`src/rtl/serial_add_mux_unit.sv`:
```
// serial_add_mux_unit: NUM_CH-way operand mux feeding a bit-serial full adder, one bit per clock.
// Define SUBTRACT_EN to add the sub_i port (A - B via inverted B and forced carry-in).
module serial_add_mux_unit #(
    parameter int WIDTH = 8,
    parameter int NUM_CH = 4,
    localparam int SEL_W = $clog2(NUM_CH)
) (
    input  logic                    clk_i,
    input  logic                    reset_i,
    input  logic                    start_i,
    input  logic [SEL_W-1:0]        sel_a_i,
    input  logic [SEL_W-1:0]        sel_b_i,
    input  logic [NUM_CH*WIDTH-1:0] ch_data_i,
    input  logic                    cin_i,
`ifdef SUBTRACT_EN
    input  logic                    sub_i,
`endif
    output logic                    busy_o,
    output logic                    done_o,
    output logic [WIDTH-1:0]        sum_o,
    output logic                    cout_o,
    output logic                    overflow_o
);
    localparam int CW = $clog2(WIDTH);
    localparam logic [1:0] IDLE = 2'd0;
    localparam logic [1:0] SHIFT = 2'd1;
    localparam logic [1:0] DONE = 2'd2;

    logic [1:0]       state_q, state_d;
    logic [WIDTH-1:0] a_q, a_d, b_q, b_d, acc_q, acc_d, sum_q, sum_d;
    logic [CW-1:0]    cnt_q, cnt_d;
    logic             carry_q, carry_d, cout_q, cout_d, ovf_q, ovf_d;
    logic             sub, s, c, last;
    logic [WIDTH-1:0] ch [2**SEL_W];

    // Unused select codes beyond NUM_CH read as an all-zero operand.
    for (genvar g = 0; g < 2**SEL_W; g++) begin : g_ch
        if (g < NUM_CH) begin : g_used
            assign ch[g] = ch_data_i[g*WIDTH +: WIDTH];
        end else begin : g_zero
            assign ch[g] = '0;
        end
    end

`ifdef SUBTRACT_EN
    assign sub = sub_i;
`else
    assign sub = 1'b0;
`endif

    assign s = a_q[0] ^ b_q[0] ^ carry_q;
    assign c = (a_q[0] & b_q[0]) | (carry_q & (a_q[0] ^ b_q[0]));
    assign last = cnt_q == CW'(WIDTH - 1);

    always_comb begin
        state_d = state_q;
        a_d = a_q;
        b_d = b_q;
        acc_d = acc_q;
        cnt_d = cnt_q;
        carry_d = carry_q;
        sum_d = sum_q;
        cout_d = cout_q;
        ovf_d = ovf_q;
        if (state_q == IDLE && start_i) begin
            state_d = SHIFT;
            a_d = ch[sel_a_i];
            b_d = sub ? ~ch[sel_b_i] : ch[sel_b_i];
            carry_d = sub | cin_i;
            cnt_d = '0;
        end else if (state_q == SHIFT) begin
            a_d = a_q >> 1;
            b_d = b_q >> 1;
            acc_d = {s, acc_q[WIDTH-1:1]};
            carry_d = c;
            cnt_d = cnt_q + CW'(1);
            // carry_q here is the carry into the MSB on the final bit
            if (last) begin
                state_d = DONE;
                sum_d = {s, acc_q[WIDTH-1:1]};
                cout_d = c;
                ovf_d = carry_q ^ c;
            end
        end else begin
            state_d = IDLE;
        end
    end

    always_ff @(posedge clk_i) begin
        if (!reset_i) begin
            state_q <= IDLE;
            a_q <= '0;
            b_q <= '0;
            acc_q <= '0;
            cnt_q <= '0;
            carry_q <= 1'b0;
            sum_q <= '0;
            cout_q <= 1'b0;
            ovf_q <= 1'b0;
        end else begin
            state_q <= state_d;
            a_q <= a_d;
            b_q <= b_d;
            acc_q <= acc_d;
            cnt_q <= cnt_d;
            carry_q <= carry_d;
            sum_q <= sum_d;
            cout_q <= cout_d;
            ovf_q <= ovf_d;
        end
    end

    assign busy_o = state_q == SHIFT || state_q == DONE;
    assign done_o = state_q == DONE;
    assign sum_o = sum_q;
    assign cout_o = cout_q;
    assign overflow_o = ovf_q;
endmodule

```
`config.mk`:
```
export PLATFORM = sky130hd
export DESIGN_NAME = serial_add_mux_unit
export DESIGN_NICKNAME = d
export VERILOG_FILES = /design/src/rtl/serial_add_mux_unit.sv
export SDC_FILE = /design/constraint.sdc
export NUM_CORES = 1
export LEC_CHECK = 0
export BUFFER_PORTS_ARGS = -buffer_cell sky130_fd_sc_hd__buf_2
export CORE_ASPECT_RATIO = 0.8
export CORE_MARGIN = 1
export CORE_UTILIZATION = 50
export DETAILED_ROUTE_END_ITERATION = 10
export PLACE_DENSITY_LB_ADDON = 0.05
export SYNTH_ARGS = -nofsm -noshare
export SYNTH_HDL_FRONTEND = slang
export SYNTH_SLANG_ARGS = --single-unit
```
`constraint.sdc`:
```
create_clock -name clk_i -period 3.7 [get_ports clk_i]
set_input_delay 0.185 -clock clk_i [delete_from_list [all_inputs] [get_ports clk_i]]
set_output_delay 0.185 -clock clk_i [all_outputs]
set_load 0.05 [all_outputs]
```
==> results.tsv, run 1 <==
metric	value	unit
vias in the first global route	1549	
uppermost metal layer occupied by signal nets	met4	
class of the most critical setup path	register to register	
share of power burned in the clock network	30.9	%
number of sinks on the clock net	39	
antenna violations before repair	0	
floorplan die height	60.5	µm
standard cell core area	3950	µm²
Crit Path Max Fanout	28	
multi-input logic area	1230	µm²
slew margin rel.	27.2	%
DRC violation count after routing	0	
Row Count	20	
class of the most critical hold timing path	input pin to register	
ordered cell list for the critical path	inv_1, ha_1, nand2_1, a21oi_1, a311oi_1	
largest cells by area after synthesis	sky130_fd_sc_hd__dfxtp_1 (36%), sky130_fd_sc_hd__mux2i_1 (24%), sky130_fd_sc_hd__a22o_1 (5.7%), sky130_fd_sc_hd__a211oi_1 (3.5%), sky130_fd_sc_hd__ha_1 (3.5%)	
arrival time of data at the critical path endpoint	2.20	ns
global-route wire length before repair	6980	µm
internal cell power	0.649	mW
distinct cell type count of the synthesized netlist	28	
netlist area before placement	2140	µm²
worst-case hold slack	0.177	ns
relative contribution of sequential cells to total power	51.2	%
longest individual stage delay on the worst path	0.76	ns
number of iterations in the first detailed-routing pass	4	
layout cell share with drive strength beyond 1	26.4	%
initial standard-cell utilization of the core	54.2	%
endpoints failing setup	0	
post-cts gate resize count	0	
transition time at the pin with the least slew margin	1.09	ns
CTS tree	done	
post-layout total power	0.885	mW
clock latency on the worst-skew pair	0.29	ns
leakage power figure	1.06	nW
DR WL met2	1790	µm
Clk Tree Root Cell	sky130_fd_sc_hd__clkbuf_8	
cell area power density	363	nW/µm²
post-synthesis area per instance	10.2	µm²
Setup Fix Bufs, Post-CTS	0	
startpoint type of the worst setup path	register	
total CTS buffers	5	
Worst Path Required	3.89	ns
area added between synthesis and finish	13.8	%
worst vdd rail ir drop	0.186	mV
Die Footprint	4550	µm²
max-slew violation count	0	
max cap viols	0	
area share of the largest cell type after synthesis	36.4	%
final global-route overflow total	0	
result of the run	finished clean	
Seq/Total Area, Yosys	36.4	%
Yosys warning total	0	
metal3 WL	177	µm
Mapped Nets	256	
achievable clock frequency	497	MHz
Sequential Area	781	µm²
remaining antenna violation count after routing	0	
HPWL Detailed	3040	µm
length of routed wiring on met1	2300	µm
minimum clock period after layout	2.01	ns
post-place instance area	2360	µm²
Total Neg Setup Slack	0	ns
clock-pin slew of the registers on the worst-case setup and hold paths	0.07	ns
Post-Syn Instances	209	
fillcell total	373	
category of cells accounting for the largest share of critical-path delay	simple AND/OR/NAND/NOR gates	
setup repair after global routing missed its margin	no	
Total Routing Usage GR	20.4	%
maximum number of pins on one net before global-route repair	34	
routability congestion estimate	0.732	
largest buffer count on any clock path	2	
final clock skew	0.00406	ns
final period utilization	54.4	%
DR vias/cell	5.60	
#FFs+latches synth	39	
number of failing hold endpoints at the final stage	0	
routed length per placed instance	14.1	µm
Port Buffers	51	
switching power summed over all nets	0.237	mW
Non-Filler Cell Area, Final	2440	µm²
CP bufs+invs	1	
fraction of power spent switching nets	26.7	%
number of nets in the layout	296	
combinational share of power	18.0	%
cell type with the largest total area after synthesis	sky130_fd_sc_hd__dfxtp_1	
number of violations reported at the end of detailed-routing iteration 0	75	
number of H-tree levels	2	
diode insertion count for antenna repair	0	
horizontal die dimension	75.2	µm
kind of end point of the critical path	register	
library cell contributing the largest single delay on the critical path	sky130_fd_sc_hd__nand2_1	
top-level I/O count	52	
via count of the routed design	1708	
cts-stage hold buffer count	0	
aggregate routed wire length	4310	µm
[synth_stat cells (all sizes together)]
library cell  count
inv               3
o21ai            10
and3b             2
dfxtp            39
a32o              2
nand2             2
a211oi           15
and2              2
and3              2
a21bo             1
mux2i            52
buf              16
fa                1
clkbuf            3
nor2             13
a22o             14
xnor2             2
mux4              2
a311oi            1
nand3             9
a21oi            11
ha                6
nand3b            1
[cells by family after synthesis]
| logic type | synth area share (%) |
|---|---|
| XOR/XNOR | 0.818 |
| AND/OR/NAND/NOR | 7.07 |
| adder cells (fa/ha/maj) | 4.44 |
| AO/OA/AOI/OAI | 18.9 |
| buffers and inverters | 5.96 |
| multiplexers | 26.4 |
| flip-flops | 36.4 |
[per-stage QoR]
step | cells | utilization [%] | setup slack (ns)
2_1_floorplan | 209 | - | 2.27
3_3_place_gp | 297 | 59.6 | 1.75
3_5_place_dp | 297 | 59.6 | 1.67
4_1_cts | 305 | 61.7 | 1.66
5_1_grt | 305 | 61.7 | 1.46
6_report | 305 | 61.7 | 1.69
[layer usage]
metal	up-vias	track usage, %
met5	-	0
met4	0	6.35
met3	6	5.15
met2	40	30.4
met1	807	29.2
li1	855	-
[cell type report]
type / instances / share of cell area (%)
tap: 55 / 2.82
sequential: 39 / 32.0
clock inverter: 1 / 0.205
inverter: 3 / 0.462
clock buffer: 7 / 3.13
multi-input combinational: 148 / 50.6
timing repair buffer: 52 / 10.8
[power by group through the flow]
stage	logic, mW	clock network (mW)	registers (mW)
finish	0.159	0.273	0.453
detailed placement	0.159	0	0.462
floorplan	0.122	0	0.459
CTS	0.160	0.278	0.453
global placement	0.159	0	0.462
global route	0.175	0.297	0.455
[cells in the final DEF (no fill, tap or decap)]
cell and n:
sky130_fd_sc_hd__mux2i_1 52, sky130_fd_sc_hd__buf_2 51, sky130_fd_sc_hd__dfxtp_1 39, sky130_fd_sc_hd__a22o_1 14, sky130_fd_sc_hd__nor2_1 13, sky130_fd_sc_hd__a21oi_1 11, sky130_fd_sc_hd__a211oi_1 10, sky130_fd_sc_hd__o21ai_0 10
sky130_fd_sc_hd__nand3_1 9, sky130_fd_sc_hd__ha_1 6, sky130_fd_sc_hd__a211oi_2 5, sky130_fd_sc_hd__clkbuf_8 5, sky130_fd_sc_hd__inv_1 3, sky130_fd_sc_hd__nand2_1 2, sky130_fd_sc_hd__and3_1 2, sky130_fd_sc_hd__and3b_1 2
sky130_fd_sc_hd__and2_1 2, sky130_fd_sc_hd__mux4_2 2, sky130_fd_sc_hd__a32o_1 2, sky130_fd_sc_hd__xnor2_1 2, sky130_fd_sc_hd__clkbuf_1 2, sky130_fd_sc_hd__a21bo_2 1, sky130_fd_sc_hd__nand3b_1 1, sky130_fd_sc_hd__a311oi_1 1
sky130_fd_sc_hd__fa_1 1, sky130_fd_sc_hd__clkinv_2 1, sky130_fd_sc_hd__buf_4 1
[state kept, by name (all words and copies together) (netlist names)]
| name | count |
|---|---|
| cout_o | 1 |
| carry_q | 1 |
| b_q | 8 |
| cnt_q | 3 |
| acc_q | 7 |
| overflow_o | 1 |
| state_q | 2 |
| sum_o | 8 |
| a_q | 8 |
[final timing paths]
kind	startpoint	endpoint	slack (ns)	cells after the start
setup / recovery	state_q[0]	overflow_o	1.69	5
hold / removal	reset_i	a_q[7]	0.18	2
setup reg to reg	state_q[0]	overflow_o	1.69	5
hold reg to reg	acc_q[1]	sum_o[0]	0.47	2
No activity file was read; power rests on OpenSTA's default activity.
==> run 2, diff against run 1 <==
Clock period 3.7 ns to 1.9 ns, I/O delays scaled along.
==> results.tsv, run 2 (synthesis gave the netlist of run 1 again) <==
metric	value	unit	change
result of the run	finished clean		
HPWL Detailed	3230	µm	+6.2%
vias in the first global route	1666		+7.6%
standard cell core area	3950	µm²	unchanged
busiest layer in global routing	met2		
cell count of the worst hold path	2		unchanged
cts-stage hold buffer count	0		unchanged
achievable clock frequency	627	MHz	+26%
clock-pin slew of the registers on the worst-case setup and hold paths	0.08	ns	about the same
DR vias/cell	5.44		-2.9%
Total Routing Usage GR	22.2	%	+1.8 points
Non-Filler Cell Area, Final	2540	µm²	+4.3%
number of nets in the layout	301		+1.7%
global-route wire length before repair	7760	µm	+11%
R2R depth	5		unchanged
number of H-tree levels	2		unchanged
worst vdd rail ir drop	0.433	mV	+130%
Die Footprint	4550	µm²	unchanged
leakage power figure	1.11	nW	+4.8%
most frequent cells in the layout	sky130_fd_sc_hd__mux2i_1 (52), sky130_fd_sc_hd__buf_2 (51), sky130_fd_sc_hd__dfxtp_1 (39)		
Row Count	20		unchanged
Crit Path Max Fanout	7		-75%
post-cts gate resize count	0		unchanged
horizontal die dimension	75.2	µm	unchanged
CTS tree	done		
Port Buffers	51		unchanged
final global-route overflow total	0		unchanged
met3 Resource Use GR	4.49	%	-0.66 points
worst flop-to-flop path endpoint	b_q[4]		
remaining antenna violation count after routing	0		unchanged
initial standard-cell utilization of the core	54.2	%	unchanged
layout cell share with drive strength beyond 1	28.6	%	+2.2 points
met2 GRT Util	34.7	%	+4.4 points
minimum clock period after layout	1.59	ns	-0.419 ns
largest buffer count on any clock path	2		unchanged
area added between synthesis and finish	18.8	%	
fillcell total	376		+0.80%
top-level I/O count	52		unchanged
worst reg2reg path startpoint	state_q[0]		
routed length per placed instance	14.2	µm	+0.74%
max cap viols	0		unchanged
final clock skew	0.00851	ns	+0.00445 ns
total CTS buffers	5		unchanged
slack of the worst reg-to-reg path	0.31	ns	-1.38 ns
slew margin rel.	70.4	%	+43 points
class of the most critical hold timing path	input pin to register		
routability congestion estimate	0.744		+1.6%
aggregate routed wire length	4410	µm	+2.4%
max-slew violation count	0		unchanged
most common cell after layout, fill and taps aside	sky130_fd_sc_hd__mux2i_1		
maximum number of pins on one net before global-route repair	34		unchanged
number of violations reported at the end of detailed-routing iteration 0	104		+39%
setup repair after global routing missed its margin	no		
Total Neg Setup Slack	0	ns	unchanged
grt met1 use	32.6	%	+3.4 points
transition time at the pin with the least slew margin	0.445	ns	-0.646 ns
DRC violation count after routing	0		unchanged
post-place instance area	2410	µm²	+2.1%
number of iterations in the first detailed-routing pass	4		unchanged
antenna violations before repair	0		unchanged
end-of-flow core utilization	64.3	%	+2.7 points
startpoint type of the worst setup path	register		
Clk Tree Root Cell	sky130_fd_sc_hd__clkbuf_8		
clock latency on the worst-skew pair	0.28	ns	about the same
longest individual stage delay on the worst path	0.38	ns	-0.38 ns
end point of the most critical hold path	a_q[7]		
diode insertion count for antenna repair	0		unchanged
via count of the routed design	1685		-1.3%
floorplan die height	60.5	µm	unchanged
arrival time of data at the critical path endpoint	1.78	ns	-0.42 ns
ordered cell list for the critical path	inv_1, ha_1, and3_1, a22o_1, a211oi_1		
Setup Fix Bufs, Post-CTS	0		unchanged
class of the most critical setup path	register to register		
Worst Min Path Start	reset_i		
kind of end point of the critical path	register		
Worst Path Required	2.09	ns	-1.80 ns
number of failing hold endpoints at the final stage	0		unchanged
library cell contributing the largest single delay on the critical path	sky130_fd_sc_hd__dfxtp_1		
cell area power density	798	nW/µm²	+120%
number of cells after detailed placement	302		+1.7%
number of sinks on the clock net	39		unchanged
post-layout total power	2.03	mW	+130%
endpoints failing setup	0		unchanged
final period utilization	83.9	%	+30 points
post-route insts no fill	310		+1.6%
[run 2: cell types whose count changed in the layout (fill, tap and decap cells not counted), sizes merged]
cell and delta:
bufinv +2, clkinv -1, clkbuf -2, clkinvlp +1, buf +5
[run 2: where the power goes]
group	internal [mW]	switching, mW	total (mW)
clock	0.524	0.301	0.825
combinational	0.159	0.164	0.323
sequential	0.856	0.0247	0.881
total	1.54	0.489	2.03
[run 2: layout make-up]
cell class / instances / area (µm²) / area share, %
repair buffers: 57 / 313 / 12.3
multi-input cells: 148 / 1230 / 48.5
clock buffers: 5 / 68.8 / 2.71
inverters: 3 / 11.3 / 0.443
clock inverters: 3 / 67.6 / 2.66
well taps: 55 / 68.8 / 2.71
flip-flops and latches: 39 / 781 / 30.7
[run 2: worst max-delay path by stage]
stage / start / to / slack (ns) / cells past startpoint
global placement: state_q[0] / a_q[0] / 0.35 / 5
finish: state_q[0] / b_q[4] / 0.31 / 5
detailed placement: state_q[0] / cout_o / 0.34 / 6
global route: state_q[0] / carry_q / 0.14 / 6
floorplan: state_q[0] / a_q[0] / 0.47 / 6
CTS: state_q[0] / a_q[0] / 0.31 / 5
[run 2: metrics by stage]
stage | hold WS (ns) | worst slack, ns
after floorplan | 0.249 | 0.470
after global placement | 0.383 | 0.347
after detailed placement | 0.382 | 0.338
after CTS | 0.0852 | 0.315
after global routing | 0.0854 | 0.142
final | 0.0892 | 0.305
[run 2: critical path: cells and delay by family (launching register included)]
| kind | cells | cell delay (ns) |
|---|---|---|
| buf+inv | 1 | 0.08 |
| compound gates | 2 | 0.49 |
| simple gates | 1 | 0.28 |
| flops | 1 | 0.38 |
| fa+ha+maj | 1 | 0.26 |
[run 2: routing by layer]
layer | wire length (µm) | up-vias
met3 | 212 | 2
li1 | - | 868
met2 | 1800 | 40
met4 | 15 | 0
met5 | 0 | -
met1 | 2380 | 775
